## src/rtl/rv_ctrl_pkg.sv

```systemverilog
// Shared types and encodings for the multicycle RV32I control sequencer.
package rv_ctrl_pkg;

  typedef enum logic [3:0] {
    IDLE, FETCH, DECODE, EXEC_R, EXEC_I, ADDR,
    MEM_RD, MEM_WR, WB_ALU, WB_MEM, BRANCH, TRAP
  } state_t;

  localparam logic [6:0] OP_R      = 7'b0110011;
  localparam logic [6:0] OP_I      = 7'b0010011;
  localparam logic [6:0] OP_LOAD   = 7'b0000011;
  localparam logic [6:0] OP_STORE  = 7'b0100011;
  localparam logic [6:0] OP_BRANCH = 7'b1100011;

  localparam logic [1:0] ALUSRCA_PC    = 2'b00;
  localparam logic [1:0] ALUSRCA_RS1   = 2'b01;
  localparam logic [1:0] ALUSRCA_OLDPC = 2'b10;

  localparam logic [1:0] ALUSRCB_RS2     = 2'b00;
  localparam logic [1:0] ALUSRCB_FOUR    = 2'b01;
  localparam logic [1:0] ALUSRCB_IMM     = 2'b10;
  localparam logic [1:0] ALUSRCB_IMM_SH1 = 2'b11;

  localparam logic [1:0] ALUOP_ADD   = 2'b00;
  localparam logic [1:0] ALUOP_SUB   = 2'b01;
  localparam logic [1:0] ALUOP_FUNCT = 2'b10;

  localparam logic [1:0] PCSRC_ALU    = 2'b00;
  localparam logic [1:0] PCSRC_ALUOUT = 2'b01;

  // States that hold a memory request open until mem_ready.
  function automatic logic is_mem_wait(input state_t s);
    return (s == FETCH) || (s == MEM_RD) || (s == MEM_WR);
  endfunction

endpackage

```

## src/rtl/mem_watchdog.sv

```systemverilog
// Counts consecutive unanswered memory-request cycles and flags expiry on the TIMEOUT-th one.
module mem_watchdog #(
  parameter int TIMEOUT = 16
) (
  input  logic clk_i,
  input  logic rst_i,
  input  logic wait_i,
  input  logic ready_i,
  output logic expire_o
);

  localparam int CW = $clog2(TIMEOUT + 1);

  logic [CW-1:0] cnt_q, cnt_d;
  logic          stall;

  // A ready in the same cycle as the final wait suppresses expiry.
  assign stall    = wait_i && !ready_i;
  assign expire_o = stall && (cnt_q == CW'(TIMEOUT - 1));

  always_comb begin
    cnt_d = '0;
    if (stall && !expire_o) cnt_d = cnt_q + CW'(1);
  end

  always_ff @(posedge clk_i or posedge rst_i) begin
    if (rst_i) cnt_q <= '0;
    else       cnt_q <= cnt_d;
  end

endmodule

```

## src/rtl/multicycle_ctrl_fsm.sv

```systemverilog
// Moore control sequencer for the multicycle RV32I datapath with retire counter and memory watchdog.
module multicycle_ctrl_fsm
  import rv_ctrl_pkg::*;
#(
  parameter int TIMEOUT = 16,
  parameter int CNT_W   = 32
) (
  input  logic             CLK,
  input  logic             RST,
  input  logic [6:0]       opcode,
  input  logic             zero,
  input  logic             mem_ready,
  output logic             mem_req,
  output logic             mem_rw,
  output logic             iord,
  output logic             ir_write,
  output logic             pc_write,
  output logic             pc_write_cond,
  output logic [1:0]       pc_src,
  output logic [1:0]       alu_src_a,
  output logic [1:0]       alu_src_b,
  output logic [1:0]       alu_op,
  output logic             reg_write,
  output logic             mem_to_reg,
  output logic             illegal,
  output logic             bus_error,
  output logic [CNT_W-1:0] retired,
  output logic [3:0]       dbg_state,
  output logic             dbg_taken
);

  state_t           state_q, state_d;
  logic [CNT_W-1:0] retired_q, retired_d;
  logic             illegal_q, bus_error_q;
  logic             retire, set_illegal, set_bus_error;
  logic             wd_expire;

  mem_watchdog #(.TIMEOUT(TIMEOUT)) u_wd (
    .clk_i    (CLK),
    .rst_i    (RST),
    .wait_i   (is_mem_wait(state_q)),
    .ready_i  (mem_ready),
    .expire_o (wd_expire)
  );

  always_comb begin
    state_d       = state_q;
    retire        = 1'b0;
    set_illegal   = 1'b0;
    set_bus_error = 1'b0;
    mem_req       = 1'b0;
    mem_rw        = 1'b0;
    iord          = 1'b0;
    ir_write      = 1'b0;
    pc_write      = 1'b0;
    pc_write_cond = 1'b0;
    pc_src        = PCSRC_ALU;
    alu_src_a     = ALUSRCA_PC;
    alu_src_b     = ALUSRCB_RS2;
    alu_op        = ALUOP_ADD;
    reg_write     = 1'b0;
    mem_to_reg    = 1'b0;
    case (state_q)
      IDLE: state_d = FETCH;
      FETCH: begin
        mem_req   = 1'b1;
        alu_src_b = ALUSRCB_FOUR;
        if (mem_ready) begin
          ir_write = 1'b1;
          pc_write = 1'b1;
          state_d  = DECODE;
        end
      end
      DECODE: begin
        // Branch target is precomputed into ALUOut while the opcode is decoded.
        alu_src_a = ALUSRCA_OLDPC;
        alu_src_b = ALUSRCB_IMM_SH1;
        case (opcode)
          OP_R:               state_d = EXEC_R;
          OP_I:               state_d = EXEC_I;
          OP_LOAD, OP_STORE:  state_d = ADDR;
          OP_BRANCH:          state_d = BRANCH;
          default: begin
            state_d     = TRAP;
            set_illegal = 1'b1;
          end
        endcase
      end
      EXEC_R: begin
        alu_src_a = ALUSRCA_RS1;
        alu_op    = ALUOP_FUNCT;
        state_d   = WB_ALU;
      end
      EXEC_I: begin
        alu_src_a = ALUSRCA_RS1;
        alu_src_b = ALUSRCB_IMM;
        alu_op    = ALUOP_FUNCT;
        state_d   = WB_ALU;
      end
      ADDR: begin
        alu_src_a = ALUSRCA_RS1;
        alu_src_b = ALUSRCB_IMM;
        state_d   = (opcode == OP_STORE) ? MEM_WR : MEM_RD;
      end
      MEM_RD: begin
        mem_req = 1'b1;
        iord    = 1'b1;
        if (mem_ready) state_d = WB_MEM;
      end
      MEM_WR: begin
        mem_req = 1'b1;
        mem_rw  = 1'b1;
        iord    = 1'b1;
        if (mem_ready) begin
          state_d = FETCH;
          retire  = 1'b1;
        end
      end
      WB_ALU: begin
        reg_write = 1'b1;
        state_d   = FETCH;
        retire    = 1'b1;
      end
      WB_MEM: begin
        reg_write  = 1'b1;
        mem_to_reg = 1'b1;
        state_d    = FETCH;
        retire     = 1'b1;
      end
      BRANCH: begin
        alu_src_a     = ALUSRCA_RS1;
        alu_op        = ALUOP_SUB;
        pc_write_cond = 1'b1;
        pc_src        = PCSRC_ALUOUT;
        state_d       = FETCH;
        retire        = 1'b1;
      end
      TRAP:    state_d = TRAP;
      default: state_d = IDLE;
    endcase
    // Expiry only fires while stalled, so it never collides with a retire.
    if (wd_expire) begin
      state_d       = TRAP;
      set_bus_error = 1'b1;
    end
  end

  assign retired_d = retired_q + CNT_W'(retire);

  always_ff @(posedge CLK or posedge RST) begin
    if (RST) begin
      state_q     <= IDLE;
      retired_q   <= '0;
      illegal_q   <= 1'b0;
      bus_error_q <= 1'b0;
    end else begin
      state_q     <= state_d;
      retired_q   <= retired_d;
      illegal_q   <= illegal_q | set_illegal;
      bus_error_q <= bus_error_q | set_bus_error;
    end
  end

  assign illegal   = illegal_q;
  assign bus_error = bus_error_q;
  assign retired   = retired_q;
  assign dbg_state = state_q;
  assign dbg_taken = (state_q == BRANCH) && zero;

endmodule

```

## config.mk

```make
export PLATFORM = sky130hd
export DESIGN_NAME = multicycle_ctrl_fsm
export DESIGN_NICKNAME = d
export VERILOG_FILES = /design/src/rtl/rv_ctrl_pkg.sv /design/src/rtl/mem_watchdog.sv /design/src/rtl/multicycle_ctrl_fsm.sv
export SDC_FILE = /design/constraint.sdc
export NUM_CORES = 1
export LEC_CHECK = 0
export ABC_CLOCK_PERIOD_IN_PS = 2500
export CAP_MARGIN = 15
export CORE_ASPECT_RATIO = 1.2
export CORE_MARGIN = 2
export CORE_UTILIZATION = 48
export DETAILED_ROUTE_END_ITERATION = 8
export PLACE_DENSITY = 0.81
export REMOVE_ABC_BUFFERS = 1
export SYNTH_ARGS = -nofsm -noshare
export SYNTH_HDL_FRONTEND = slang
export SYNTH_SLANG_ARGS = --single-unit
```

## constraint.sdc

```tcl
create_clock -name CLK -period 2.5 [get_ports CLK]
set_clock_uncertainty 0.05 [all_clocks]
set_input_delay 0.5 -clock CLK [delete_from_list [all_inputs] [get_ports CLK]]
set_output_delay 0.5 -clock CLK [all_outputs]
set_load 0.05 [all_outputs]
```

==> results.yml <==
pwr:
  seqPwrFrac_pct: 31.2
  p_sw_uw: 1270
  p_leak_uw: 0.00145
  p_per_area_nw_per_um2: 894
  p_sw_share_pct: 44.7
  power_frac_comb_pct: 51.8
  p_int_uw: 1570
  peakVddDrop_v: 0.000470
  pwr-share-clk_pct: 17.0
final_layout:
  diodes: 0
  syn_to_final_growth_pct: 34.4
  multi_input_area_um2: 1170
  fin_nets: 312
  register_area_um2: 1080
  layout_commonest_cell: "clkdlybuf4s50_1"
  final_cell_mix: "48 x clkdlybuf4s50_1, 42 x dfrtp_1, 22 x nor2_1"
  drive_gt1_share_pct: 15.4
  fill_cells: 389
  final_core_util_pct: 68.1
  fin_area_um2: 3170
timing:
  fmax_mhz: 429
  holdWs_ns: 0.415
  hold_viol_final: 0
  setup_ws_ns: 0.169
  slew_headroom_pct: 64.3
  min_period_ns: 2.33
  worst_slew_pin_slew_ns: 0.533
  final-max-slew-violation-count: 0
  grt_setup_unrepaired: "no"
  period_share_pct: 93.3
  setup_viol: 0
job:
  maxCapViolCount: 0
clock_network:
  cts_hold_buf: 0
  cts_buffers: 5
  cts_setup_buffers: 0
  cts_max_level: 2
  cts_buffer_depth: 2
  cts_root_buffer: "clkbuf_8"
  cts_resized: 0
  cts_tree: "yes"
  cts_sinks: 43
  clk_latency_ns: 0.29
  clk_pin_slew_worst_paths_ns: 0.08
synth:
  yosys.area.top_type: "dfrtp_1"
  ys_warn_count: 0
  synth.area.top_cells: "dfrtp_1 46%, xnor2_1 6.3%, xor2_1 5.9%"
  avgSynthCellArea_um2: 10.1
  ys_ff_latch: 43
  yosysSeqAreaShare_pct: 45.6
  syn_inst: 233
  ys_types: 50
  syn_area_um2: 2360
  yosysTopAreaCellShare_pct: 45.6
grt:
  grt_max_degree: 44
  antenna_found_initial: 0
  grt_pass1_wl_mm: 8.49
  gr-total-overflow: 0
  grtUsageTotal_pct: 20.2
  grt_pass1_vias: 1850
critical_path:
  cp_data_arrival_time_ns: 1.78
  crit_path_end_kind: "output port"
  worstRegToRegCells: 8
  crit_type: "flip-flop to output port"
  crit_path_max_fanout: 13
  r2r_start: "dbg_state[2]"
  worst-endpoint-required_ns: 1.95
  cp-start-kind: "flip-flop"
  timing.critical_path.from: "dbg_state[2]"
die:
  start_util_pct: 50.6
  die_w_um: 68.0
  die-area_um2: 5500
  die_y_um: 80.8
  std_cell_rows: 27
  coreArea_um2: 4660
  ios: 66
run_status:
  status: "finished clean"
detailed_routing:
  vias_per_cell: 5.41
  drt-wirelength-per-cell_um: 14.6
  drt_iter0_drc: 130
  routed_wl_mm: 5.21
  first_pass_iters: 5
  ant_nets: 0
  drc: 0
  route.vias.total: 1927
hold_path:
  hp-class: "flip-flop to flip-flop"
  whs_path_depth: 1
  hp-start: "bus_error"
placed_design:
  dpl-instance-area_um2: 3070
  pre_cts_ws_ns: 0.167
  dpl.hpwl_mm: 3.81
  port_buffers: 64
  gp_congestion: 0.809
final cells by class:
type	instances	share of cell area [%]
clock buffers	8	3.15
inverters	9	1.06
multi-input cells	168	36.9
flip-flops and latches	43	33.9
well taps	58	2.29
repair buffers	70	22.7
flip-flops by register name, summed over array words and instances, names as in the netlist:
signal	cells
u_wd.cnt_q	5
dbg_state	4
illegal	1
retired	32
bus_error	1
critical path, cell delays in order (launching register included):
cell             delay [ns]
dfrtp_1                0.44
buf_4                  0.22
clkdlybuf4s50_1        0.82
stage by stage:
stage          setup TNS, ns  total power (uW)  cells
6_report                   0              2840    356
5_1_grt                    0              2980    356
4_1_cts                    0              2840    356
3_5_place_dp               0              2370    348
3_3_place_gp               0              2340    348
2_1_floorplan         -13.85              1810    220
metal layers:
layer	track usage [%]	routed length, um	vias to the layer above
li1	-	-	918
met3	4.99	387	12
met5	0	0	-
met4	7.40	87	0
met1	25.1	2180	916
met2	33.8	2560	81
cell families (layout without fill, tap and decap cells):
family                     count (synthesis)  in the layout  synth area share, %
other                                      1              1                0.159
xor gates and xnor gates                  33             33                 12.2
AOI/OAI and AO/OA                         28             28                 8.00
muxes                                      1              1                0.424
adders and majority gates                  4              4                 2.12
DFF                                       43             43                 45.6
and+or+nand+nor                          101            101                 26.6
buffers and inverters                     22             87                 4.88
Yosys cell counts, drive strengths merged:
| library cell | instances |
|---|---|
| mux2i | 1 |
| nand2 | 13 |
| dfrtp | 43 |
| or3 | 1 |
| nand3 | 14 |
| nor4 | 2 |
| o21bai | 1 |
| nor2b | 1 |
| a21o | 2 |
| a2111o | 1 |
| nand4bb | 1 |
| inv | 9 |
| ha | 4 |
| o21a | 1 |
| xor2 | 16 |
| o311ai | 1 |
| nand3b | 1 |
| and3 | 5 |
| a211oi | 2 |
| o2bb2ai | 1 |
| a21boi | 1 |
| and2 | 7 |
| o21ai | 7 |
| nor3b | 2 |
| a2bb2oi | 1 |
| nand4 | 8 |
| nor3 | 11 |
| conb | 1 |
| buf | 9 |
| clkbuf | 4 |
| a22oi | 2 |
| o41ai | 1 |
| a21oi | 7 |
| or3b | 1 |
| xnor2 | 17 |
| nor2 | 22 |
| nand2b | 7 |
| and4 | 5 |
worst paths after layout:
kind                                     end  slack, ns
worst min-delay path               bus_error       0.41
worst max register to register   retired[28]       0.28
min in group asynchronous        retired[16]       0.59
max in group asynchronous       dbg_state[1]       1.43
worst max-delay path            dbg_state[2]       0.17
worst min register to register     bus_error       0.41
power by group through the flow:
| stage | logic (uW) | registers (uW) | clock network [uW] |
|---|---|---|---|
| after floorplan | 662 | 1150 | 0 |
| after global placement | 1450 | 892 | 0 |
| after detailed placement | 1470 | 895 | 0 |
| after CTS | 1480 | 880 | 488 |
| after global routing | 1560 | 902 | 519 |
| final | 1470 | 885 | 481 |
(Power assumes the default switching activity.)
